===== src/rtl/williams_pkg.sv =====
// Shared definitions for the Williams SoC RAM-sharing logic.
package williams_pkg;

    localparam int unsigned WILLIAMS_AW = 16;
    localparam int unsigned WILLIAMS_DW = 8;

    typedef enum logic [1:0] {
        IDLE   = 2'd0,
        SETUP  = 2'd1,
        ACCESS = 2'd2,
        DONE   = 2'd3
    } arb_state_e;

endpackage


===== src/rtl/ram_share_arbiter.sv =====
// Shares the work/video RAM port between the CPU (absolute priority, combinational
// path) and one auxiliary requester that gets short, abortable accesses.
module ram_share_arbiter
    import williams_pkg::*;
#(
    parameter int unsigned AW      = WILLIAMS_AW,
    parameter int unsigned DW      = WILLIAMS_DW,
    parameter int unsigned HOLD    = 2,
    parameter int unsigned MAXWAIT = 255
) (
    input  logic          clk_sys,
    input  logic          reset_n,
    input  logic [AW-1:0] cpu_addr,
    input  logic [DW-1:0] cpu_di,
    input  logic          cpu_we_n,
    input  logic          cpu_cs_n,
    input  logic          cpu_lb_n,
    input  logic          cpu_ub_n,
    output logic [DW-1:0] cpu_do,
    input  logic          aux_req,
    input  logic          aux_we,
    input  logic [AW-1:0] aux_addr,
    input  logic [DW-1:0] aux_din,
    input  logic          aux_window,
    output logic          aux_ack,
    output logic [DW-1:0] aux_dout,
    output logic          aux_busy,
    output logic          aux_starved,
    output logic [AW-1:0] ram_addr,
    output logic [DW-1:0] ram_di,
    output logic          ram_we,
    output logic          ram_enl,
    output logic          ram_enh,
    input  logic [DW-1:0] ram_do
);

    localparam int unsigned HW     = (HOLD > 1) ? $clog2(HOLD) : 1;
    localparam int unsigned SW_MIN = $clog2(MAXWAIT + 1);
    localparam int unsigned SW     = (SW_MIN > 8) ? SW_MIN : 8;

    arb_state_e    state_q, state_d;
    logic [HW-1:0] hold_q, hold_d;
    logic          lat_we_q, lat_we_d;
    logic [AW-1:0] lat_addr_q, lat_addr_d;
    logic [DW-1:0] lat_din_q, lat_din_d;
    logic [DW-1:0] dout_q, dout_d;
    logic          ack_q, ack_d;
    logic          busy_q, busy_d;
    logic [SW-1:0] starve_cnt_q, starve_cnt_d;
    logic          starved_q, starved_d;

    logic grant;
    logic blocked;
    logic abort;

    assign grant   = (state_q == IDLE) && aux_req && aux_window && cpu_cs_n;
    assign blocked = (state_q == IDLE) && aux_req && aux_window && !cpu_cs_n;
    assign abort   = ((state_q == SETUP) || (state_q == ACCESS)) && !cpu_cs_n;

    // Next-state, latch, capture and starvation bookkeeping.
    always_comb begin
        state_d      = state_q;
        hold_d       = hold_q;
        lat_we_d     = lat_we_q;
        lat_addr_d   = lat_addr_q;
        lat_din_d    = lat_din_q;
        dout_d       = dout_q;
        ack_d        = 1'b0;
        starve_cnt_d = starve_cnt_q;
        starved_d    = starved_q;

        case (state_q)
            IDLE: begin
                if (grant) begin
                    state_d    = SETUP;
                    lat_we_d   = aux_we;
                    lat_addr_d = aux_addr;
                    lat_din_d  = aux_din;
                end
            end
            SETUP: begin
                if (abort) begin
                    state_d = IDLE;
                end else begin
                    state_d = ACCESS;
                    hold_d  = HW'(HOLD - 1);
                end
            end
            ACCESS: begin
                if (abort) begin
                    state_d = IDLE;
                end else if (hold_q == '0) begin
                    state_d = DONE;
                    ack_d   = 1'b1;
                    if (!lat_we_q) begin
                        dout_d = ram_do;
                    end
                end else begin
                    hold_d = hold_q - HW'(1);
                end
            end
            DONE: begin
                state_d = IDLE;
            end
            default: begin
                state_d = IDLE;
            end
        endcase

        busy_d = (state_d != IDLE);

        // Saturating count of denied cycles; a completed access clears everything.
        if (ack_d) begin
            starve_cnt_d = '0;
            starved_d    = 1'b0;
        end else begin
            if ((blocked || abort) && (starve_cnt_q != {SW{1'b1}})) begin
                starve_cnt_d = starve_cnt_q + SW'(1);
            end
            if (starve_cnt_d >= SW'(MAXWAIT)) begin
                starved_d = 1'b1;
            end
        end
    end

    always_ff @(posedge clk_sys or negedge reset_n) begin
        if (!reset_n) begin
            state_q      <= IDLE;
            hold_q       <= '0;
            lat_we_q     <= 1'b0;
            lat_addr_q   <= '0;
            lat_din_q    <= '0;
            dout_q       <= '0;
            ack_q        <= 1'b0;
            busy_q       <= 1'b0;
            starve_cnt_q <= '0;
            starved_q    <= 1'b0;
        end else begin
            state_q      <= state_d;
            hold_q       <= hold_d;
            lat_we_q     <= lat_we_d;
            lat_addr_q   <= lat_addr_d;
            lat_din_q    <= lat_din_d;
            dout_q       <= dout_d;
            ack_q        <= ack_d;
            busy_q       <= busy_d;
            starve_cnt_q <= starve_cnt_d;
            starved_q    <= starved_d;
        end
    end

    // RAM port mux: the CPU wins in any cycle it selects RAM, with no added latency.
    always_comb begin
        ram_addr = lat_addr_q;
        ram_di   = lat_din_q;
        ram_we   = 1'b0;
        ram_enl  = 1'b0;
        ram_enh  = 1'b0;
        if (!cpu_cs_n) begin
            ram_addr = cpu_addr;
            ram_di   = cpu_di;
            ram_we   = !cpu_we_n;
            ram_enl  = !cpu_lb_n;
            ram_enh  = !cpu_ub_n;
        end else begin
            case (state_q)
                SETUP: begin
                    ram_enl = 1'b1;
                    ram_enh = 1'b1;
                end
                ACCESS: begin
                    ram_we  = lat_we_q;
                    ram_enl = 1'b1;
                    ram_enh = 1'b1;
                end
                default: begin
                end
            endcase
        end
    end

    assign cpu_do      = ram_do;
    assign aux_ack     = ack_q;
    assign aux_dout    = dout_q;
    assign aux_busy    = busy_q;
    assign aux_starved = starved_q;

endmodule


===== config.mk =====
export PLATFORM = sky130hd
export DESIGN_NAME = ram_share_arbiter
export DESIGN_NICKNAME = d
export VERILOG_FILES = /design/src/rtl/williams_pkg.sv /design/src/rtl/ram_share_arbiter.sv
export SDC_FILE = /design/constraint.sdc
export NUM_CORES = 1
export LEC_CHECK = 0
export ABC_AREA = 1
export CAP_MARGIN = 30
export CORE_MARGIN = 2
export CORE_UTILIZATION = 42
export DETAILED_ROUTE_END_ITERATION = 8
export GPL_ROUTABILITY_DRIVEN = 0
export PLACE_DENSITY = 0.79
export SYNTH_ARGS = -nofsm -noshare
export SYNTH_HDL_FRONTEND = slang
export SYNTH_SLANG_ARGS = --single-unit
export TNS_END_PERCENT = 100

===== constraint.sdc =====
create_clock -name clk_sys -period 2.05 [get_ports clk_sys]
set_input_delay 0.41 -clock clk_sys [delete_from_list [all_inputs] [get_ports clk_sys]]
set_output_delay 0.41 -clock clk_sys [all_outputs]
set_load 0.01 [all_outputs]

==> impl_metrics.env <==
export IMPL_r2r_start="state_q[0]$_DFF_PN0_"
export IMPL_crit_path_end_kind="output pin"
export IMPL_fin_nets=527
export IMPL_worstPathArrival_ps=1610
export IMPL_dieArea_mm2=0.00649
export IMPL_setup_tns_ps=0
export IMPL_crit_start="cpu_cs_n"
export IMPL_worstPathMaxFanout=21
export IMPL_numCtsBuffers=5
export IMPL_crit_path_start_kind="input port"
export IMPL_io_buffers=110
export IMPL_max_slew_worst_pin_slew_ps=540
export IMPL_path_cells="clkdlybuf4s50_1, buf_6, inv_2, buf_12, nand2_1, nand2_1, dlygate4sd2_1"
export IMPL_grt_pass1_wl_um=10800
export IMPL_grt_max_degree=27
export IMPL_power_density_mw_per_mm2=1060
export IMPL_cts_sinks=47
export IMPL_finalWirelength_um=6430
export IMPL_row_count=27
export IMPL_max_slew_margin_rel=0.640
export IMPL_synthCells=331
export IMPL_nFillCells=451
export IMPL_placed_cells=520
export IMPL_hold_viol=0
export IMPL_clockBufferDepth=2
export IMPL_cap_violations=0
export IMPL_postRouteAntennaNets=0
export IMPL_critPathKind="input port to output pin"
export IMPL_postSynthRegisterBits=47
export IMPL_stdcell_area_mm2=0.00391
export IMPL_post_route_period_util=0.987
export IMPL_yosysWarnings=0
export IMPL_clk_pin_slew_ps=80
export IMPL_dp_hpwl_um=4970
export IMPL_ys_seq_area_frac=0.477
export IMPL_finalSetupViolCount=0
export IMPL_peakVddDrop_uv=475
export IMPL_leakage_nw=1.99
export IMPL_fin_cells=530
export IMPL_wl_per_cell_um=12.1
export IMPL_multiInputGateArea_mm2=0.00112
export IMPL_cts_tree="done"
export IMPL_num_vias=2495
export IMPL_syn_num_nets=401
export IMPL_grt_overflow_total=0
export IMPL_viasPerCell=4.71
export IMPL_cts_root_buf="clkbuf_8"
export IMPL_dieHeight_um=80.6
export IMPL_drv_slew=0
export IMPL_start_util=0.442
export IMPL_final_util=0.701
export IMPL_synth_area_per_cell_um2=7.44
export IMPL_antenna_found_initial=0
export IMPL_status="completed"
export IMPL_core_mm2=0.00557
export IMPL_first_pass_iters=4
export IMPL_rsz0062_at_grt="true"
export IMPL_num_antenna_cells=0
export IMPL_area_growth_synth_to_final_pct=58.5
export IMPL_whs_ps=85.8
export IMPL_seq_area_mm2=0.00118
export IMPL_fmax_mhz=494
export IMPL_netlist_area_mm2=0.00246
export IMPL_drive_above_1_share=0.109
export IMPL_finalCriticalPeriod_ps=2020
export IMPL_grt_pass1_vias=2509
export IMPL_drt_initial_drc_count=65
export IMPL_slowest_delay_ps=480
export IMPL_skew_ps=7.21
export IMPL_fp_dieW_um=80.6
export IMPL_place_area_mm2=0.00377
export IMPL_required_ps=1640
export IMPL_drc=0
export IMPL_io_pins=111
export IMPL_cts_max_level=2
export IMPL_crit_top_cell="nand2_1"
export IMPL_clk_latency_ps=300
export IMPL_globalRouteTotalUtil=0.211
export IMPL_synth_cell_type_count=23
export IMPL_hold_path_class="input port to async pin"
export IMPL_cpMaxStageDelayCell="clkdlybuf4s50_1"
==> kinds of logic (layout without fill, tap and decap cells) <==
logic type,count (synthesis),in the layout,synth area share
mux,8,8,0.0366
flops,47,47,0.477
fa+ha+maj,5,5,0.0254
compound gates,17,17,0.0401
simple gates,217,217,0.348
xor+xnor,1,1,0.00356
buf+inv,36,163,0.0686
==> worst max-delay path, delay by kind of cell <==
family / cells / cell delay, ps
AND/OR/NAND/NOR: 2 / 110
buffers and inverters: 5 / 1110
==> power breakdown <==
part           total, W  leakage (nW)  switching, W  internal, W
Sequential      0.00159         0.592      0.000261      0.00133
Clock          0.000705        0.0612      0.000311     0.000395
Combinational   0.00184          1.34      0.000886     0.000955
Total           0.00414          1.99       0.00146      0.00268
==> final timing paths <==
path	to	slack, ps	cells past startpoint
max	ram_di[3]	30	7
min	aux_starved$_DFFE_PN0P_	90	1
max reg2reg	aux_dout[4]$_DFFE_PN0P_	250	7
min reg2reg	lat_addr_q[12]$_DFFE_PN0P_	490	2
max in group asynchronous	starve_cnt_q[7]$_DFF_PN0_	1440	2
min in group clk_sys	lat_addr_q[12]$_DFFE_PN0P_	490	2
==> flip-flops by register name, indices dropped and copies added (netlist names) <==
signal,flops
aux_dout,8
lat_we_q,1
hold_q,1
aux_starved,1
starve_cnt_q,8
lat_din_q,8
aux_ack,1
state_q,2
lat_addr_q,16
aux_busy,1
==> per-stage QoR <==
stage          total power (W)  worst slack (ps)
6_report               0.00414              26.0
5_1_grt                0.00449             -17.0
4_1_cts                0.00413              2.40
3_5_place_dp           0.00351              -246
3_3_place_gp           0.00344              -208
2_1_floorplan          0.00253               441
==> synthesized netlist by cell type <==
cell	instances	area, µm²
a21oi_1	7	35.0
buf_2	3	15.0
o21ai_0	6	30.0
nand2_1	184	691
buf_4	8	60.1
clkbuf_1	7	26.3
nor3_1	1	5.00
inv_1	12	45.0
nand4_1	3	18.8
o31ai_1	1	7.51
a32o_1	2	20.0
nor2_1	13	48.8
nand3_1	8	40.0
dfrtp_1	47	1180
o22ai_1	1	6.26
nand2_4	1	11.3
mux2_1	8	90.1
nand2_2	5	31.3
or2_1	1	6.26
inv_2	6	22.5
ha_1	5	62.6
nor2_2	1	6.26
xor2_1	1	8.76
==> metal layers <==
metal  GRT usage  part of all wire  vias to the layer above
met5           0                 0                        -
met4      0.0627             0.016                        0
met3      0.0708             0.082                       10
met1       0.246              0.41                     1122
met2       0.368              0.49                       96
li1            -                 -                     1267
==> layout make-up <==
class / instances / area share
Clock buffer: 6 / 0.0211
Clock inverter: 2 / 0.00897
Inverter: 18 / 0.0173
Multi-Input combinational cell: 248 / 0.286
Sequential cell: 47 / 0.301
Tap cell: 72 / 0.0231
Timing Repair Buffer: 137 / 0.342
==> placed cells by master (no fill, tap or decap), drive strengths merged <==
| cell | instances |
|---|---|
| a32o | 2 |
| nor3 | 1 |
| nand4 | 3 |
| bufinv | 1 |
| or2 | 1 |
| dlygate4sd2 | 7 |
| nor2 | 14 |
| inv | 18 |
| clkbuf | 6 |
| dfrtp | 47 |
| nand3 | 8 |
| o22ai | 1 |
| o31ai | 1 |
| buf | 28 |
| clkdlybuf4s50 | 82 |
| mux2 | 8 |
| a21oi | 7 |
| ha | 5 |
| nand2 | 190 |
| clkdlybuf4s15 | 20 |
| xor2 | 1 |
| clkinv | 1 |
| o21ai | 6 |
==> timing repair <==
| item | 4_1_cts | 5_1_grt |
|---|---|---|
| buffers inserted | 0 | 2 |
| setup endpoints to repair | 27 | 24 |
| resized for setup | 29 | 21 |
| hold buffers | 0 | 0 |
Power figures use the tool's default switching activity.
